`src/rtl/led_pwm_pkg.sv`:
```
// Shared definitions for the multi-channel LED PWM fader: the channel mode
// encoding and the helpers that size the counters and the channel select.
package led_pwm_pkg;

    typedef enum logic [1:0] {
        MODE_STATIC  = 2'd0,
        MODE_BREATHE = 2'd1,
        MODE_FADE    = 2'd2,
        MODE_OFF     = 2'd3
    } led_mode_e;

    // Width of the channel select; a single channel still needs one bit.
    function automatic int ch_width(input int n);
        return (n > 1) ? $clog2(n) : 1;
    endfunction

    function automatic int cnt_width(input int n);
        return (n > 1) ? $clog2(n) : 1;
    endfunction

endpackage

```
`src/rtl/led_pwm_channel.sv`:
```
// One LED channel: shadow command register, active level/direction, the
// per-mode level update applied at period starts, and the PWM compare flop.
module led_pwm_channel
    import led_pwm_pkg::*;
#(
    parameter int P_PWM_BITS   = 8,
    parameter bit P_ACTIVE_LOW = 1'b1
) (
    input  logic                  i_clk,
    input  logic                  i_rst,
    input  logic                  i_wr_en,
    input  led_mode_e             i_wr_mode,
    input  logic [P_PWM_BITS-1:0] i_wr_duty,
    input  logic                  i_period_start,
    input  logic                  i_fade_step,
    input  logic [P_PWM_BITS-1:0] i_pwm_cnt,
    output logic                  o_led
);

    localparam logic [P_PWM_BITS-1:0] LVL_MAX = '1;
    localparam logic [P_PWM_BITS-1:0] LVL_ONE = {{(P_PWM_BITS-1){1'b0}}, 1'b1};

    led_mode_e             mode_q, mode_d;
    logic [P_PWM_BITS-1:0] target_q, target_d;
    logic                  pending_q, pending_d;
    led_mode_e             act_mode_q, act_mode_d;
    logic [P_PWM_BITS-1:0] act_target_q, act_target_d;
    logic [P_PWM_BITS-1:0] level_q, level_d;
    logic                  dir_up_q, dir_up_d;
    logic                  led_q, led_d;

    // The fade step sees the freshly copied mode/level, so a command and the
    // first step can land on the same period start.
    always_comb begin
        mode_d       = mode_q;
        target_d     = target_q;
        pending_d    = pending_q;
        act_mode_d   = act_mode_q;
        act_target_d = act_target_q;
        level_d      = level_q;
        dir_up_d     = dir_up_q;

        if (i_period_start) begin
            if (pending_q) begin
                act_mode_d   = mode_q;
                act_target_d = target_q;
                dir_up_d     = 1'b1;
                pending_d    = 1'b0;
                case (mode_q)
                    MODE_STATIC: level_d = target_q;
                    MODE_OFF:    level_d = '0;
                    default:     level_d = level_q;
                endcase
            end

            if (i_fade_step) begin
                case (act_mode_d)
                    MODE_BREATHE: begin
                        if (dir_up_d) begin
                            if (level_d == LVL_MAX) begin
                                level_d  = LVL_MAX - LVL_ONE;
                                dir_up_d = 1'b0;
                            end else begin
                                level_d = level_d + LVL_ONE;
                                if (level_d == LVL_MAX) dir_up_d = 1'b0;
                            end
                        end else begin
                            if (level_d == '0) begin
                                level_d  = LVL_ONE;
                                dir_up_d = 1'b1;
                            end else begin
                                level_d = level_d - LVL_ONE;
                                if (level_d == '0) dir_up_d = 1'b1;
                            end
                        end
                    end
                    MODE_FADE: begin
                        if (level_d < act_target_d)      level_d = level_d + LVL_ONE;
                        else if (level_d > act_target_d) level_d = level_d - LVL_ONE;
                    end
                    default: level_d = level_d;
                endcase
            end
        end

        // A write on the period-start cycle still wins the pending flag, so it
        // is picked up at the following period start.
        if (i_wr_en) begin
            mode_d    = i_wr_mode;
            target_d  = i_wr_duty;
            pending_d = 1'b1;
        end

        led_d = (i_pwm_cnt < level_q) ^ P_ACTIVE_LOW;
    end

    always_ff @(posedge i_clk or posedge i_rst) begin
        if (i_rst) begin
            mode_q       <= MODE_STATIC;
            target_q     <= '0;
            pending_q    <= 1'b0;
            act_mode_q   <= MODE_STATIC;
            act_target_q <= '0;
            level_q      <= '0;
            dir_up_q     <= 1'b1;
            led_q        <= P_ACTIVE_LOW;
        end else begin
            mode_q       <= mode_d;
            target_q     <= target_d;
            pending_q    <= pending_d;
            act_mode_q   <= act_mode_d;
            act_target_q <= act_target_d;
            level_q      <= level_d;
            dir_up_q     <= dir_up_d;
            led_q        <= led_d;
        end
    end

    assign o_led = led_q;

endmodule

```
`src/rtl/led_pwm_fader.sv`:
```
// Multi-channel PWM LED driver: shared prescaler, PWM counter and fade divider
// feeding one led_pwm_channel per LED, plus the command write decode.
module led_pwm_fader
    import led_pwm_pkg::*;
#(
    parameter int P_CHANNELS     = 3,
    parameter int P_PWM_BITS     = 8,
    parameter int P_PRESCALE     = 16,
    parameter int P_FADE_PERIODS = 4,
    parameter bit P_ACTIVE_LOW   = 1'b1
) (
    input  logic                               i_clk,
    input  logic                               i_rst,
    input  logic                               i_wr_en,
    input  logic [ch_width(P_CHANNELS)-1:0]    i_wr_ch,
    input  logic [1:0]                         i_wr_mode,
    input  logic [P_PWM_BITS-1:0]              i_wr_duty,
    output logic [P_CHANNELS-1:0]              o_led,
    output logic                               o_period_start
);

    localparam int CW = ch_width(P_CHANNELS);
    localparam int PW = cnt_width(P_PRESCALE);
    localparam int FW = cnt_width(P_FADE_PERIODS);

    localparam logic [PW-1:0]         PRESC_LAST = PW'(P_PRESCALE - 1);
    localparam logic [PW-1:0]         PRESC_ONE  = PW'(1);
    localparam logic [FW-1:0]         FADE_LAST  = FW'(P_FADE_PERIODS - 1);
    localparam logic [FW-1:0]         FADE_ONE   = FW'(1);
    localparam logic [P_PWM_BITS-1:0] PWM_LAST   = {{(P_PWM_BITS-1){1'b1}}, 1'b0};
    localparam logic [P_PWM_BITS-1:0] PWM_ONE    = {{(P_PWM_BITS-1){1'b0}}, 1'b1};

    logic [PW-1:0]         presc_q, presc_d;
    logic [P_PWM_BITS-1:0] pwm_cnt_q, pwm_cnt_d;
    logic [FW-1:0]         fade_cnt_q, fade_cnt_d;
    logic                  period_start_q, period_start_d;
    logic                  tick;
    logic                  wrap;
    logic                  fade_step;
    logic                  wr_valid;

    // The PWM period is 2^B-1 ticks so that a full-scale level is lit on every tick.
    always_comb begin
        tick      = (presc_q == PRESC_LAST);
        wrap      = tick && (pwm_cnt_q == PWM_LAST);
        fade_step = wrap && (fade_cnt_q == FADE_LAST);

        presc_d   = tick ? '0 : presc_q + PRESC_ONE;

        pwm_cnt_d = pwm_cnt_q;
        if (tick) pwm_cnt_d = wrap ? '0 : pwm_cnt_q + PWM_ONE;

        fade_cnt_d = fade_cnt_q;
        if (wrap) fade_cnt_d = fade_step ? '0 : fade_cnt_q + FADE_ONE;

        period_start_d = wrap;
        wr_valid       = i_wr_en && (32'(i_wr_ch) < P_CHANNELS);
    end

    always_ff @(posedge i_clk or posedge i_rst) begin
        if (i_rst) begin
            presc_q        <= '0;
            pwm_cnt_q      <= '0;
            fade_cnt_q     <= '0;
            period_start_q <= 1'b0;
        end else begin
            presc_q        <= presc_d;
            pwm_cnt_q      <= pwm_cnt_d;
            fade_cnt_q     <= fade_cnt_d;
            period_start_q <= period_start_d;
        end
    end

    assign o_period_start = period_start_q;

    for (genvar c = 0; c < P_CHANNELS; c++) begin : g_ch
        led_pwm_channel #(
            .P_PWM_BITS   (P_PWM_BITS),
            .P_ACTIVE_LOW (P_ACTIVE_LOW)
        ) u_ch (
            .i_clk          (i_clk),
            .i_rst          (i_rst),
            .i_wr_en        (wr_valid && (i_wr_ch == CW'(c))),
            .i_wr_mode      (led_mode_e'(i_wr_mode)),
            .i_wr_duty      (i_wr_duty),
            .i_period_start (wrap),
            .i_fade_step    (fade_step),
            .i_pwm_cnt      (pwm_cnt_q),
            .o_led          (o_led[c])
        );
    end

endmodule
```
`config.mk`:
```
export PLATFORM = sky130hd
export DESIGN_NAME = led_pwm_fader
export DESIGN_NICKNAME = d
export VERILOG_FILES = /design/src/rtl/led_pwm_pkg.sv /design/src/rtl/led_pwm_channel.sv /design/src/rtl/led_pwm_fader.sv
export SDC_FILE = /design/constraint.sdc
export NUM_CORES = 1
export LEC_CHECK = 0
export CORE_MARGIN = 1
export CORE_UTILIZATION = 45
export CTS_CLUSTER_DIAMETER = 30
export CTS_CLUSTER_SIZE = 40
export DETAILED_ROUTE_END_ITERATION = 8
export HOLD_SLACK_MARGIN = 0.03
export PLACE_DENSITY_LB_ADDON = 0.2
export SLEW_MARGIN = 10
export SYNTH_ARGS = -nofsm -noshare
export SYNTH_HDL_FRONTEND = slang
export SYNTH_SLANG_ARGS = --single-unit
```
`constraint.sdc`:
```
create_clock -name i_clk -period 4.8 [get_ports i_clk]
set_clock_uncertainty 0.05 [all_clocks]
set_input_delay 0.72 -clock i_clk [delete_from_list [all_inputs] [get_ports i_clk]]
set_output_delay 0.72 -clock i_clk [all_outputs]
set_load 0.005 [all_outputs]
```
==> metrics <==
status complete, no violations; clock sinks 108; Post-CTS Setup Inserts 0; H-tree depth 3; Cell Pwr Density 296 mW/mm2; clk slew on worst S/H paths 0.08 ns; Final Util 0.497; worst r2r path cells 15; RSZ-0062 raised after global routing false; Syn-to-layout area delta 8.01%; crit path launch type flip-flop; Mapped Nets 1123; count leader, synth nand2_1; Post-CTS Hold Buffers 0; Hold Path Class reg -> reg; Worst Hold Launch g_ch[1].u_ch.act_target_q[0]; Critical Path AT 4.45 ns; crit end category flip-flop; total number of vias 7837; fin crit period 4.29 ns; Die Width 143 um; die footprint 0.0205 mm2; # DRC 0; cells after synthesis 1041; total track usage 0.269; share of cells above drive strength 1 0.136; Synth area leader dfrtp_1; vias in the first global route 7245; Nets 1120; TritonRoute pass-1 iters 5; Leakage 4.33 nW; Final Hold Fails 0; final slew viol count 0; port bufs 18; Post-synth EDFFs 0; WS Path Type reg -> reg; Synth cell types 92; clock buffer count from CTS 9; WP data required 4.97 ns; Routed WL per cell 19.8 um; RR Endpoint g_ch[2].u_ch.level_q[2]; CTS tree yes; Placement Rows 51; initial detailed-routing violation count 740; post_cts resized 0; period utilization 0.893; Setup crit end g_ch[2].u_ch.level_q[2]; die height 143 um; Post-synth ARST share 1.00; io pins 19; final wirelength 25.9 mm; average instance area after synthesis 8.63 um2; Yosys reg bits 108; Synth top area share 0.284; reg2reg setup slack 0.51 ns; Root Buffer clkbuf_16; Main synth FF type dfrtp_1; GPL Wtd Cong 0.971; Netlist Area Pre-Place 0.00898 mm2; ANT cells 0; worst hold slack 0.430 ns; Slew Limit Headroom 0.308; setup TNS 0 ns; top cells by count, synth 119 x nand2_1, 102 x dfrtp_1, 69 x o21ai_0, 67 x ha_1, 60 x a21oi_1; core area 0.0195 mm2; grt total ovfl 0; first-pass GRT wire length 41.9 mm; Post-Place Setup Slack 0.562 ns; largest net degree at the start of global routing 81; Setup Viol. Count Final 0; Syn. warnings 0; Seq/Total Area, Yosys 0.302; final worst slack 0.512 ns; Worst-Skew Late Latency 0.36 ns; HPWL Detailed 19.3 mm; Worst VDD drop 0.174 mV; ANT nets after route 0; max frequency 0.233 GHz; clock buffer depth 2; average vias per placed instance 5.99; Initial Util 0.460; largest cells by area after synthesis dfrtp_1 28%, ha_1 9.3%, mux2_2 5.9%, nand2_1 5.0%, o21ai_0 3.8%; RR Startpoint g_ch[2].u_ch.mode_q[0]; CP max FO 11; Worst Setup SP g_ch[2].u_ch.mode_q[0]; maxcap violations 0; Tightest Pin Transition 1.03 ns; initial antenna violation count 0
[critical path, cell delays in order (launching register included)]
cell	delay, ns
dfrtp_1	0.37
inv_1	0.05
ha_1	0.35
nand2b_4	0.27
nor2_1	0.07
a21oi_1	0.22
clkinv_1	0.25
ha_1	0.35
and4_1	0.25
nand2_1	0.07
a2111oi_1	0.46
and3_1	0.53
o21a_1	0.44
o31ai_1	0.13
a21oi_1	0.18
o31ai_1	0.09
[worst min path at each step]
| stage | to | slack, ns | depth (start not counted) |
|---|---|---|---|
| floorplan | g_ch[0].u_ch.act_target_q[0] | 0.39 | 2 |
| global placement | fade_cnt_q[1] | 0.40 | 2 |
| detailed placement | fade_cnt_q[1] | 0.42 | 2 |
| CTS | fade_cnt_q[1] | 0.43 | 2 |
| global route | g_ch[0].u_ch.act_target_q[0] | 0.45 | 2 |
| finish | g_ch[1].u_ch.act_target_q[0] | 0.43 | 2 |
[logic make-up after synthesis]
kind of cell | after synthesis | synth area share
simple gates | 344 | 0.197
compound gates | 269 | 0.195
buf+inv | 123 | 0.0584
flops | 108 | 0.302
mux | 86 | 0.111
fa+ha+maj | 69 | 0.0957
xor+xnor | 42 | 0.0410
[report_power, final]
| group | total [W] | internal, W | switching, W |
|---|---|---|---|
| combinational | 0.00107 | 0.000431 | 0.000643 |
| clock | 0.000790 | 0.000410 | 0.000380 |
| sequential | 0.00101 | 0.000957 | 0.0000550 |
| total | 0.00288 | 0.00180 | 0.00108 |
[registers in the layout, indices dropped and copies added, names as in the netlist]
register	count
g_ch.u_ch.o_led	3
g_ch.u_ch.act_mode_q	6
presc_q	4
g_ch.u_ch.target_q	24
g_ch.u_ch.mode_q	6
g_ch.u_ch.level_q	24
g_ch.u_ch.dir_up_q	3
fade_cnt_q	2
g_ch.u_ch.act_target_q	24
g_ch.u_ch.pending_q	3
pwm_cnt_q	8
o_period_start	1
[layout make-up]
| class | instances | area, um2 |
|---|---|---|
| Fill cell | 1906 | 9830 |
| Clock inverter | 5 | 60.1 |
| Timing Repair Buffer | 37 | 335 |
| Multi-Input combinational cell | 810 | 5760 |
| Clock buffer | 11 | 233 |
| Sequential cell | 108 | 2710 |
| Tap cell | 265 | 332 |
| Inverter | 72 | 274 |
[layer usage]
| metal | vias up | part of all wire | GRT usage |
|---|---|---|---|
| met5 | - | 0 | 0 |
| met4 | 0 | 0.024 | 0.0756 |
| met3 | 38 | 0.063 | 0.0520 |
| met2 | 276 | 0.44 | 0.407 |
| met1 | 3747 | 0.47 | 0.387 |
| li1 | 3776 | - | - |
[stage by stage]
stage / total power [W] / std cells / cell area (um2)
3_3_place_gp: 0.00209 / 1292 / 9400
2_1_floorplan: 0.00184 / 1041 / 8980
4_1_cts: 0.00287 / 1308 / 9700
3_5_place_dp: 0.00209 / 1292 / 9400
6_report: 0.00288 / 1308 / 9700
5_1_grt: 0.00304 / 1308 / 9700
[cell usage in the layout, fill, tap and decap left out, types with 20 or more instances in the layout]
cell type    n
mux2i_1     31
ha_1        67
a31oi_1     20
nand4_1     20
nor2_1      54
dfrtp_1    102
o21ai_0     69
a21oi_1     59
nand2_1    119
nand3_1     31
nor3_1      37
mux2_2      47
inv_1       57
xnor2_1     37
Power figures use the tool's default switching activity.
